===== config.mk =====
export PLATFORM = sky130hd
export DESIGN_NAME = mult4_seq
export DESIGN_NICKNAME = d
export VERILOG_FILES = /design/src/rtl/mult4_seq_pkg.sv /design/src/rtl/mult4_seq_add.sv /design/src/rtl/mult4_seq.sv
export SDC_FILE = /design/constraint.sdc
export NUM_CORES = 1
export LEC_CHECK = 0
export ABC_AREA = 1
export CORE_MARGIN = 5
export CORE_UTILIZATION = 27
export CTS_BUF_LIST = sky130_fd_sc_hd__clkbuf_16
export DETAILED_ROUTE_END_ITERATION = 7
export SLEW_MARGIN = 20
export SYNTH_ARGS = -nofsm -noshare
export SYNTH_HDL_FRONTEND = slang
export SYNTH_SLANG_ARGS = --single-unit

===== constraint.sdc =====
create_clock -name clk -period 3.9 [get_ports clk]
set_input_delay 0.78 -clock clk [delete_from_list [all_inputs] [get_ports clk]]
set_output_delay 0.78 -clock clk [all_outputs]
set_load 0.03 [all_outputs]

===== src/rtl/mult4_seq_pkg.sv =====
// Shared types and sizing helpers for the mult4_seq shift-and-add multiplier.
package mult4_seq_pkg;

  localparam int DEFAULT_WIDTH = 4;

  typedef enum logic [1:0] {
    IDLE,
    RUN,
    DONE
  } state_t;

  // Step counter must hold the value WIDTH itself, not just WIDTH-1.
  function automatic int cnt_width(input int width);
    return $clog2(width + 1);
  endfunction

  localparam int DEFAULT_CNT_W = cnt_width(DEFAULT_WIDTH);

endpackage


===== src/rtl/mult4_seq_add.sv =====
// WIDTH-bit ripple-carry adder; the only arithmetic resource of mult4_seq.
module mult4_seq_add
  import mult4_seq_pkg::*;
#(
  parameter int WIDTH = DEFAULT_WIDTH
) (
  input  logic [WIDTH-1:0] a,
  input  logic [WIDTH-1:0] b,
  input  logic             carryin,
  output logic [WIDTH-1:0] s,
  output logic             carryout
);

  logic [WIDTH:0] c;

  assign c[0] = carryin;

  for (genvar i = 0; i < WIDTH; i++) begin : g_fa
    assign s[i]   = a[i] ^ b[i] ^ c[i];
    assign c[i+1] = (a[i] & b[i]) | (c[i] & (a[i] ^ b[i]));
  end

  assign carryout = c[WIDTH];

endmodule


===== src/rtl/mult4_seq.sv =====
// Sequential shift-and-add unsigned multiplier with valid/ready ports.
// Optional MULT4_SEQ_EARLY_TERM_EN finalizes once the remaining multiplier bits are zero.
module mult4_seq
  import mult4_seq_pkg::*;
#(
  parameter int WIDTH = DEFAULT_WIDTH
) (
  input  logic               clk,
  input  logic               rst_n,
  input  logic               start_valid,
  output logic               start_ready,
  input  logic [WIDTH-1:0]   a,
  input  logic [WIDTH-1:0]   b,
  output logic               result_valid,
  input  logic               result_ready,
  output logic [2*WIDTH-1:0] result,
  output logic               busy
);

  localparam int CW = cnt_width(WIDTH);

  state_t             state, state_d;
  logic [WIDTH-1:0]   m, m_d;
  logic [2*WIDTH-1:0] p, p_d;
  logic [CW-1:0]      cnt, cnt_d;

  logic [WIDTH-1:0]   p_hi, p_lo, addend, sum;
  logic               carry;
  logic [2*WIDTH-1:0] step_p;
  logic               step_last;

  assign p_hi   = p[2*WIDTH-1:WIDTH];
  assign p_lo   = p[WIDTH-1:0];
  assign addend = p_lo[0] ? m : '0;

  mult4_seq_add #(.WIDTH(WIDTH)) u_add (
    .a        (p_hi),
    .b        (addend),
    .carryin  (1'b0),
    .s        (sum),
    .carryout (carry)
  );

  // Carry lands in the MSB as the accumulator and multiplier shift right together.
  assign step_p    = {carry, sum, p_lo[WIDTH-1:1]};
  assign step_last = (cnt == CW'(1));

`ifdef MULT4_SEQ_EARLY_TERM_EN
  logic [WIDTH-1:0] live_mask;
  logic             live_zero;

  assign live_mask = ~({WIDTH{1'b1}} << cnt);
  assign live_zero = ((p_lo & live_mask) == '0);
`endif

  // NOTE: state registers use non-blocking assignments so every flop samples pre-edge values.
  always_ff @(posedge clk or negedge rst_n) begin
    if (!rst_n) begin
      state <= IDLE;
      m     <= '0;
      p     <= '0;
      cnt   <= '0;
    end else begin
      state <= state_d;
      m     <= m_d;
      p     <= p_d;
      cnt   <= cnt_d;
    end
  end

  // NOTE: every variable gets its hold value first so no path through the case infers a latch.
  always_comb begin
    state_d = state;
    m_d     = m;
    p_d     = p;
    cnt_d   = cnt;
    case (state)
      IDLE: begin
        if (start_valid) begin
          m_d     = a;
          p_d     = {{WIDTH{1'b0}}, b};
          cnt_d   = CW'(WIDTH);
          state_d = RUN;
        end
      end
      RUN: begin
`ifdef MULT4_SEQ_EARLY_TERM_EN
        if (live_zero) begin
          p_d     = p >> cnt;
          cnt_d   = '0;
          state_d = DONE;
        end else begin
          p_d   = step_p;
          cnt_d = cnt - CW'(1);
          if (step_last) state_d = DONE;
        end
`else
        p_d   = step_p;
        cnt_d = cnt - CW'(1);
        if (step_last) state_d = DONE;
`endif
      end
      DONE: begin
        if (result_ready) state_d = IDLE;
      end
      default: state_d = IDLE;
    endcase
  end

  assign start_ready  = (state == IDLE);
  assign busy         = (state != IDLE);
  assign result_valid = (state == DONE);
  assign result       = p;

endmodule


==> impl_results.rst, run 1 <==
.. list-table::
   :header-rows: 1

   * - Metric
     - Value
   * - Pin count of the biggest net entering global routing
     - 18
   * - Leakage
     - 0.000613 µW
   * - Setup total negative slack
     - 0 ns
   * - Total power density per cell area
     - 824 nW/µm²
   * - Clock root buffer master
     - sky130_fd_sc_hd__clkbuf_16
   * - Clock tree sinks
     - 17
   * - Number of routed nets with antenna violations
     - 0
   * - Total chip power
     - 1010 µW
   * - Vert. Die Dim
     - 67.6 µm
   * - Tightest Pin Transition
     - 0.745 ns
   * - Post-synth cell types
     - 14
   * - Net count of the finished layout
     - 150
   * - Critical path startpoint category
     - register
   * - Buffering stage count on the worst path with inverters included
     - 1
   * - Maximum clock frequency
     - 407 MHz
   * - Post-synthesis area per instance
     - 8.28 µm²
   * - CTS H-tree lvls
     - 1
   * - Largest clock skew in the final design
     - 0.00191 ns
   * - First-iteration detailed-routing DRC count
     - 32
   * - Initial Utilization
     - 0.272
   * - Delay of the slowest cell on the worst path
     - 0.71 ns
   * - WHS Path Cells
     - 2
   * - Count of final setup violators
     - 0
   * - HP Class
     - reg2reg
   * - CP max stage cell
     - sky130_fd_sc_hd__clkdlybuf4s50_1
   * - Source of the worst hold timing path
     - m[3]
   * - Clock-pin slew on the worst setup and hold paths
     - 0.05 ns
   * - Length of the first detailed-routing pass in iterations
     - 4
   * - Final routed wire length divided by cell count
     - 10.7 µm
   * - CP Class
     - reg2out
   * - Number of buffers added by the clock tree synthesis step
     - 3
   * - Max Fanout on Critical Path
     - 9
   * - RePlAce Congestion
     - 0.770
   * - Final instance area
     - 1230 µm²
   * - Detailed-route wire length
     - 1900 µm
   * - Vias in the first global route
     - 712
   * - Port buffer count
     - 22
   * - FF-to-FF setup slack
     - 1.83 ns
   * - Worst EP required
     - 3.12 ns
   * - Layout cells sized above 1
     - 0.0687
   * - Share of the yosys chip area belonging to registers
     - 0.476
   * - Final Hold Fails
     - 0
   * - Hold-fix buffers at CTS
     - 0
   * - Ratio of final minimum period to clock period
     - 0.631
   * - Cell area after synthesis
     - 895 µm²
   * - Max Root-Sink Buffers
     - 2
   * - Min cycle time layout
     - 2.46 ns
   * - Endpoint type of the worst setup path
     - output pin
   * - Die footprint
     - 4560 µm²
   * - Setup repair after global routing missed its margin
     - false
   * - Gr usage total
     - 0.0942
   * - Post-layout util
     - 0.373
   * - Final count of pins violating max slew
     - 0
   * - Crit-path cells
     - nor2_4 -> clkdlybuf4s50_1
   * - Area grow syn2layout
     - 37.1%
   * - Register bit total from synthesis
     - 17
   * - Maximum vdd ir drop
     - 0.204 mV
   * - YS warnings
     - 0
   * - Combined area of the multi-input logic cells
     - 383 µm²
   * - Synth Net Count
     - 126
   * - Overflow left after global routing
     - 0
   * - Reg2Reg Depth
     - 10
   * - Capturing point of the worst reg2reg path
     - result[6]
   * - Slew margin rel.
     - 0.502
   * - Count of maximum capacitance violations
     - 0
   * - Critical Path AT
     - 1.68 ns
   * - DRC Markers
     - 0
   * - Fill cell total of the finished layout
     - 341
   * - Hold slack final
     - 0.466 ns
   * - Die X-Extent
     - 67.6 µm
   * - FF+latch area
     - 425 µm²
   * - IO Count
     - 23
   * - Total of cells resized after clock tree synthesis
     - 0
   * - Dpl hpwl
     - 1490 µm
   * - Core area
     - 3280 µm²
   * - Worst r2r src
     - result[0]
   * - Row count
     - 21
   * - First-pass GRT wire length
     - 3110 µm
   * - Cell count after synthesis
     - 108
   * - Buffers inserted by post-CTS timing repair
     - 0
   * - Largest delay contributor family on the critical path
     - buffers and inverters
   * - Clock tree from TritonCTS
     - yes
   * - Status
     - finished, final reports clean
   * - Clock latency on the worst-skew pair
     - 0.25 ns
   * - Capture endpoint of the worst hold path
     - m[3]
   * - Initial antenna violation count
     - 0
   * - N_diodes
     - 0
   * - Area after DPL
     - 1150 µm²
   * - Detailed-route via count
     - 737
   * - Detail-routed via count per cell
     - 4.16
cell type report:
cell class / count / area share
Tap cell: 46 / 0.0469
Clock inverter: 1 / 0.00408
Timing Repair Buffer: 22 / 0.180
Sequential cell: 17 / 0.347
Multi-Input combinational cell: 72 / 0.312
Inverter: 16 / 0.0490
Clock buffer: 3 / 0.0612
cells in the mapped netlist:
master	n	area [µm²]
sky130_fd_sc_hd__fa_1	3	60.1
sky130_fd_sc_hd__nor2_4	1	11.3
sky130_fd_sc_hd__buf_4	2	15.0
sky130_fd_sc_hd__o21ai_2	1	8.76
sky130_fd_sc_hd__nand3_1	11	55.1
sky130_fd_sc_hd__ha_1	3	37.5
sky130_fd_sc_hd__inv_1	14	52.6
sky130_fd_sc_hd__dfrtp_1	17	425
sky130_fd_sc_hd__buf_6	1	11.3
sky130_fd_sc_hd__o22ai_1	1	6.26
sky130_fd_sc_hd__o21ai_1	5	25.0
sky130_fd_sc_hd__nand2_2	1	6.26
sky130_fd_sc_hd__inv_2	2	7.51
sky130_fd_sc_hd__nand2_1	46	173
logic make-up (layout without fill, tap and decap cells):
family | after synthesis | after routing | synth area share
AO/OA/AOI/OAI | 7 | 7 | 0.0448
buffers and inverters | 19 | 42 | 0.0965
adder cells (fa/ha/maj) | 6 | 6 | 0.109
flip-flops | 17 | 17 | 0.476
AND/OR/NAND/NOR | 59 | 59 | 0.274
stage by stage:
| stage | std cells | setup slack, ns |
|---|---|---|
| finish | 177 | 1.44 |
| global route | 177 | 1.36 |
| CTS | 177 | 1.44 |
| detailed placement | 173 | 1.71 |
| global placement | 173 | 1.73 |
| floorplan | 108 | 1.81 |
routing by layer:
metal  global-route usage  share of wire
met1                0.110           0.45
met3               0.0216          0.049
met5                    0              0
met4               0.0684          0.031
met2                0.149           0.47
worst register-to-register path: cells and delay by family (launching register included):
| kind | cells | cell delay (ns) |
|---|---|---|
| flops | 1 | 0.45 |
| fa+ha+maj | 4 | 1.07 |
| buf+inv | 4 | 0.22 |
| compound gates | 1 | 0.15 |
| simple gates | 1 | 0.11 |
how the worst max path moves through the flow:
stage               slack, ns       from  depth (start not counted)           to
floorplan                1.81  result[0]                         10    result[6]
global placement         1.73   state[0]                          2  start_ready
detailed placement       1.71   state[0]                          2  start_ready
CTS                      1.44   state[0]                          2  start_ready
global route             1.36   state[0]                          2  start_ready
finish                   1.44   state[0]                          2  start_ready
power breakdown:
group / total [µW] / internal [µW] / switching, µW / leakage (µW)
registers: 327 / 254 / 73.1 / 0.000214
logic: 476 / 182 / 294 / 0.000358
clock network: 207 / 137 / 69.5 / 0.0000409
state kept, by name, indices dropped and copies added, names as in the netlist:
signal and count:
result 8, cnt 3, m 4, state 2
placed cells by master, fill, tap and decap left out:
master                            Yosys  final
sky130_fd_sc_hd__dfrtp_1             17     17
sky130_fd_sc_hd__o21ai_2              1      1
sky130_fd_sc_hd__inv_1               14     14
sky130_fd_sc_hd__clkdlybuf4s50_1      0     22
sky130_fd_sc_hd__nand3_1             11     11
sky130_fd_sc_hd__o21ai_1              5      5
sky130_fd_sc_hd__clkinv_2             0      1
sky130_fd_sc_hd__nand2_2              1      1
sky130_fd_sc_hd__clkbuf_16            0      3
sky130_fd_sc_hd__nand2_1             46     46
sky130_fd_sc_hd__nor2_4               1      1
sky130_fd_sc_hd__fa_1                 3      3
sky130_fd_sc_hd__ha_1                 3      3
sky130_fd_sc_hd__inv_2                2      2
sky130_fd_sc_hd__o22ai_1              1      1
No activity file was read; power rests on OpenSTA's default activity.
==> run 2: changes to the inputs <==
- clock period: 3.9 -> 2.3 ns (I/O delays scaled with it)
==> impl_results.rst, run 2 (synthesis results as in run 1) <==
.. list-table::
   :header-rows: 1

   * - Metric
     - Value
   * - Status
     - finished, final reports clean
   * - Clock tree sinks
     - 17 (unchanged)
   * - Length of the first detailed-routing pass in iterations
     - 4 (unchanged)
   * - IO Count
     - 23 (unchanged)
   * - Fill cell total of the finished layout
     - 353 (+3.5%)
   * - Combined area of the multi-input logic cells
     - 383 µm² (unchanged)
   * - Detailed-route wire length
     - 1940 µm (+2.1%)
   * - Detail-routed via count per cell
     - 4.18 (+0.33%)
   * - Layout cells sized above 1
     - 0.0821 (+0.0134)
   * - Setup repair after global routing missed its margin
     - false
   * - Count of final setup violators
     - 0 (unchanged)
   * - Port buffer count
     - 22 (unchanged)
   * - Most common cell after layout, fill and taps aside
     - sky130_fd_sc_hd__nand2_1
   * - Vert. Die Dim
     - 67.6 µm (unchanged)
   * - Slew margin rel.
     - 0.773 (+0.272)
   * - Overflow left after global routing
     - 0 (unchanged)
   * - Buffers inserted by post-CTS timing repair
     - 0 (unchanged)
   * - DRC Markers
     - 0 (unchanged)
   * - Row count
     - 21 (unchanged)
   * - Total power density per cell area
     - 1390 nW/µm² (+69%)
   * - Total of cells resized after clock tree synthesis
     - 0 (unchanged)
   * - Number of routed nets with antenna violations
     - 0 (unchanged)
   * - Hold-fix buffers at CTS
     - 0 (unchanged)
   * - Critical path startpoint category
     - register
   * - Pin count of the biggest net entering global routing
     - 18 (unchanged)
   * - Net count of the finished layout
     - 153 (+2.0%)
   * - Max Root-Sink Buffers
     - 2 (unchanged)
   * - N_diodes
     - 0 (unchanged)
   * - Number of buffers added by the clock tree synthesis step
     - 3 (unchanged)
   * - Die X-Extent
     - 67.6 µm (unchanged)
   * - Clock root buffer master
     - sky130_fd_sc_hd__clkbuf_16
   * - Net switching power
     - 739 µW (+69%)
   * - Maximum vdd ir drop
     - 0.403 mV (+98%)
   * - Clock Power Share
     - 0.196 (-0.009)
   * - Initial Utilization
     - 0.272 (unchanged)
   * - Leakage
     - 0.000629 µW (+2.6%)
   * - Max Fanout on Critical Path
     - 7 (-2)
   * - Flip-flop count of the largest register, all copies and words added
     - 8 (unchanged)
   * - Clock-pin slew on the worst setup and hold paths
     - 0.05 ns (about the same)
   * - Largest clock skew in the final design
     - 0.00103 ns (-0.000878 ns)
   * - First-pass GRT wire length
     - 3530 µm (+14%)
   * - HP Class
     - reg2reg
   * - Maximum clock frequency
     - 487 MHz
   * - Final count of pins violating max slew
     - 0 (unchanged)
   * - Least setup slack across all paths after layout
     - 0.245 ns (-1.19 ns)
   * - Critical Path AT
     - 1.59 ns (-0.09 ns)
   * - Commonest non-fill, non-tap cells in the layout
     - 46 x sky130_fd_sc_hd__nand2_1, 22 x sky130_fd_sc_hd__clkdlybuf4s50_1, 17 x sky130_fd_sc_hd__dfrtp_1
   * - Core area
     - 3280 µm² (unchanged)
   * - Post-placement cell count
     - 176 (+1.7%)
   * - Final routed wire length divided by cell count
     - 10.8 µm (+0.35%)
   * - Worst EP required
     - 1.84 ns (-1.28 ns)
   * - Dpl hpwl
     - 1540 µm (+3.0%)
   * - Gr usage total
     - 0.103 (+0.00841)
   * - CP Class
     - reg2out
   * - Count of maximum capacitance violations
     - 0 (unchanged)
   * - P_int
     - 994 µW (+73%)
   * - Initial antenna violation count
     - 0 (unchanged)
   * - Combinational share of power
     - 0.496 (+0.024)
   * - Endpoint type of the worst setup path
     - output pin
   * - Final Hold Fails
     - 0 (unchanged)
   * - Switching share of power
     - 0.427 (-0.00589)
   * - Vias in the first global route
     - 812 (+14%)
   * - Detailed-route via count
     - 752 (+2.0%)
   * - Tightest Pin Transition
     - 0.339 ns (-0.407 ns)
   * - Filler-free cell count of the finished design
     - 180 (+1.7%)
   * - Worst slack after detailed placement
     - 0.297 ns (-1.41 ns)
   * - Flop pwr share
     - 0.308 (-0.016)
   * - Clock latency on the worst-skew pair
     - 0.25 ns (about the same)
   * - Clock tree from TritonCTS
     - yes
   * - Min cycle time layout
     - 2.05 ns
   * - Setup total negative slack
     - 0 ns (unchanged)
   * - CTS H-tree lvls
     - 1 (unchanged)
   * - Ratio of final minimum period to clock period
     - 0.893
   * - FF+latch area
     - 425 µm² (unchanged)
   * - Die footprint
     - 4560 µm² (unchanged)
   * - First-iteration detailed-routing DRC count
     - 21 (-34%)
   * - Area grow syn2layout
     - 39.4%
   * - RePlAce Congestion
     - 0.788 (+2.3%)
-- run 2: final timing paths --
kind | slack (ns) | cells past startpoint | from | to
setup / recovery | 0.25 | 2 | state[1] | start_ready
hold / removal | 0.48 | 2 | m[0] | m[0]
setup reg to reg | 0.31 | 10 | result[0] | result[6]
hold reg to reg | 0.48 | 2 | m[0] | m[0]
max in group asynchronous | 1.57 | 2 | rst_n | result[1]
min in group asynchronous | 0.54 | 2 | rst_n | cnt[0]
-- run 2: power by group through the flow --
stage	clock network, µW	registers [µW]	logic [µW]
floorplan	0	612	511
CTS	348	537	876
global route	365	554	972
finish	339	534	861
global placement	0	532	852
detailed placement	0	540	871
-- run 2: layout make-up --
cell class	instances	area share
timing repair buffer	25	0.195
clock buffer	3	0.0602
multi-input combinational	72	0.307
sequential	17	0.341
tap	46	0.0461
clock inverter	1	0.00301
inverter	16	0.0481
-- run 2: layer usage --
layer	up-vias	global-route usage	share of wire
met1	345	0.129	0.49
li1	385	-	-
met4	0	0.0456	0.021
met3	5	0.0233	0.031
met5	-	0	0
met2	17	0.166	0.46
-- run 2: stage by stage --
| stage | hold slack [ns] | utilization | total power [µW] | cell area [µm²] |
|---|---|---|---|---|
| after global routing | 0.511 | 0.380 | 1890 | 1250 |
| after CTS | 0.479 | 0.380 | 1760 | 1250 |
| final | 0.477 | 0.380 | 1730 | 1250 |
| after floorplan | 0.164 | - | 1120 | 895 |
| after detailed placement | 0.464 | 0.356 | 1410 | 1170 |
| after global placement | 0.459 | 0.356 | 1380 | 1170 |
-- run 2: worst max-delay path, cell delays in order, from the launching register on --
cell and delay, ns:
sky130_fd_sc_hd__dfrtp_1 0.43, sky130_fd_sc_hd__nor2_4 0.21, sky130_fd_sc_hd__clkdlybuf4s50_1 0.70
==> run 3: changes to the inputs <==
- CTS_CLUSTER_DIAMETER: not set -> 200
- HOLD_SLACK_MARGIN: not set -> 0.03
- TNS_END_PERCENT: not set -> 50
==> results of run 3 <==
Final layout, timing and power as in run 2 (identical DEF).
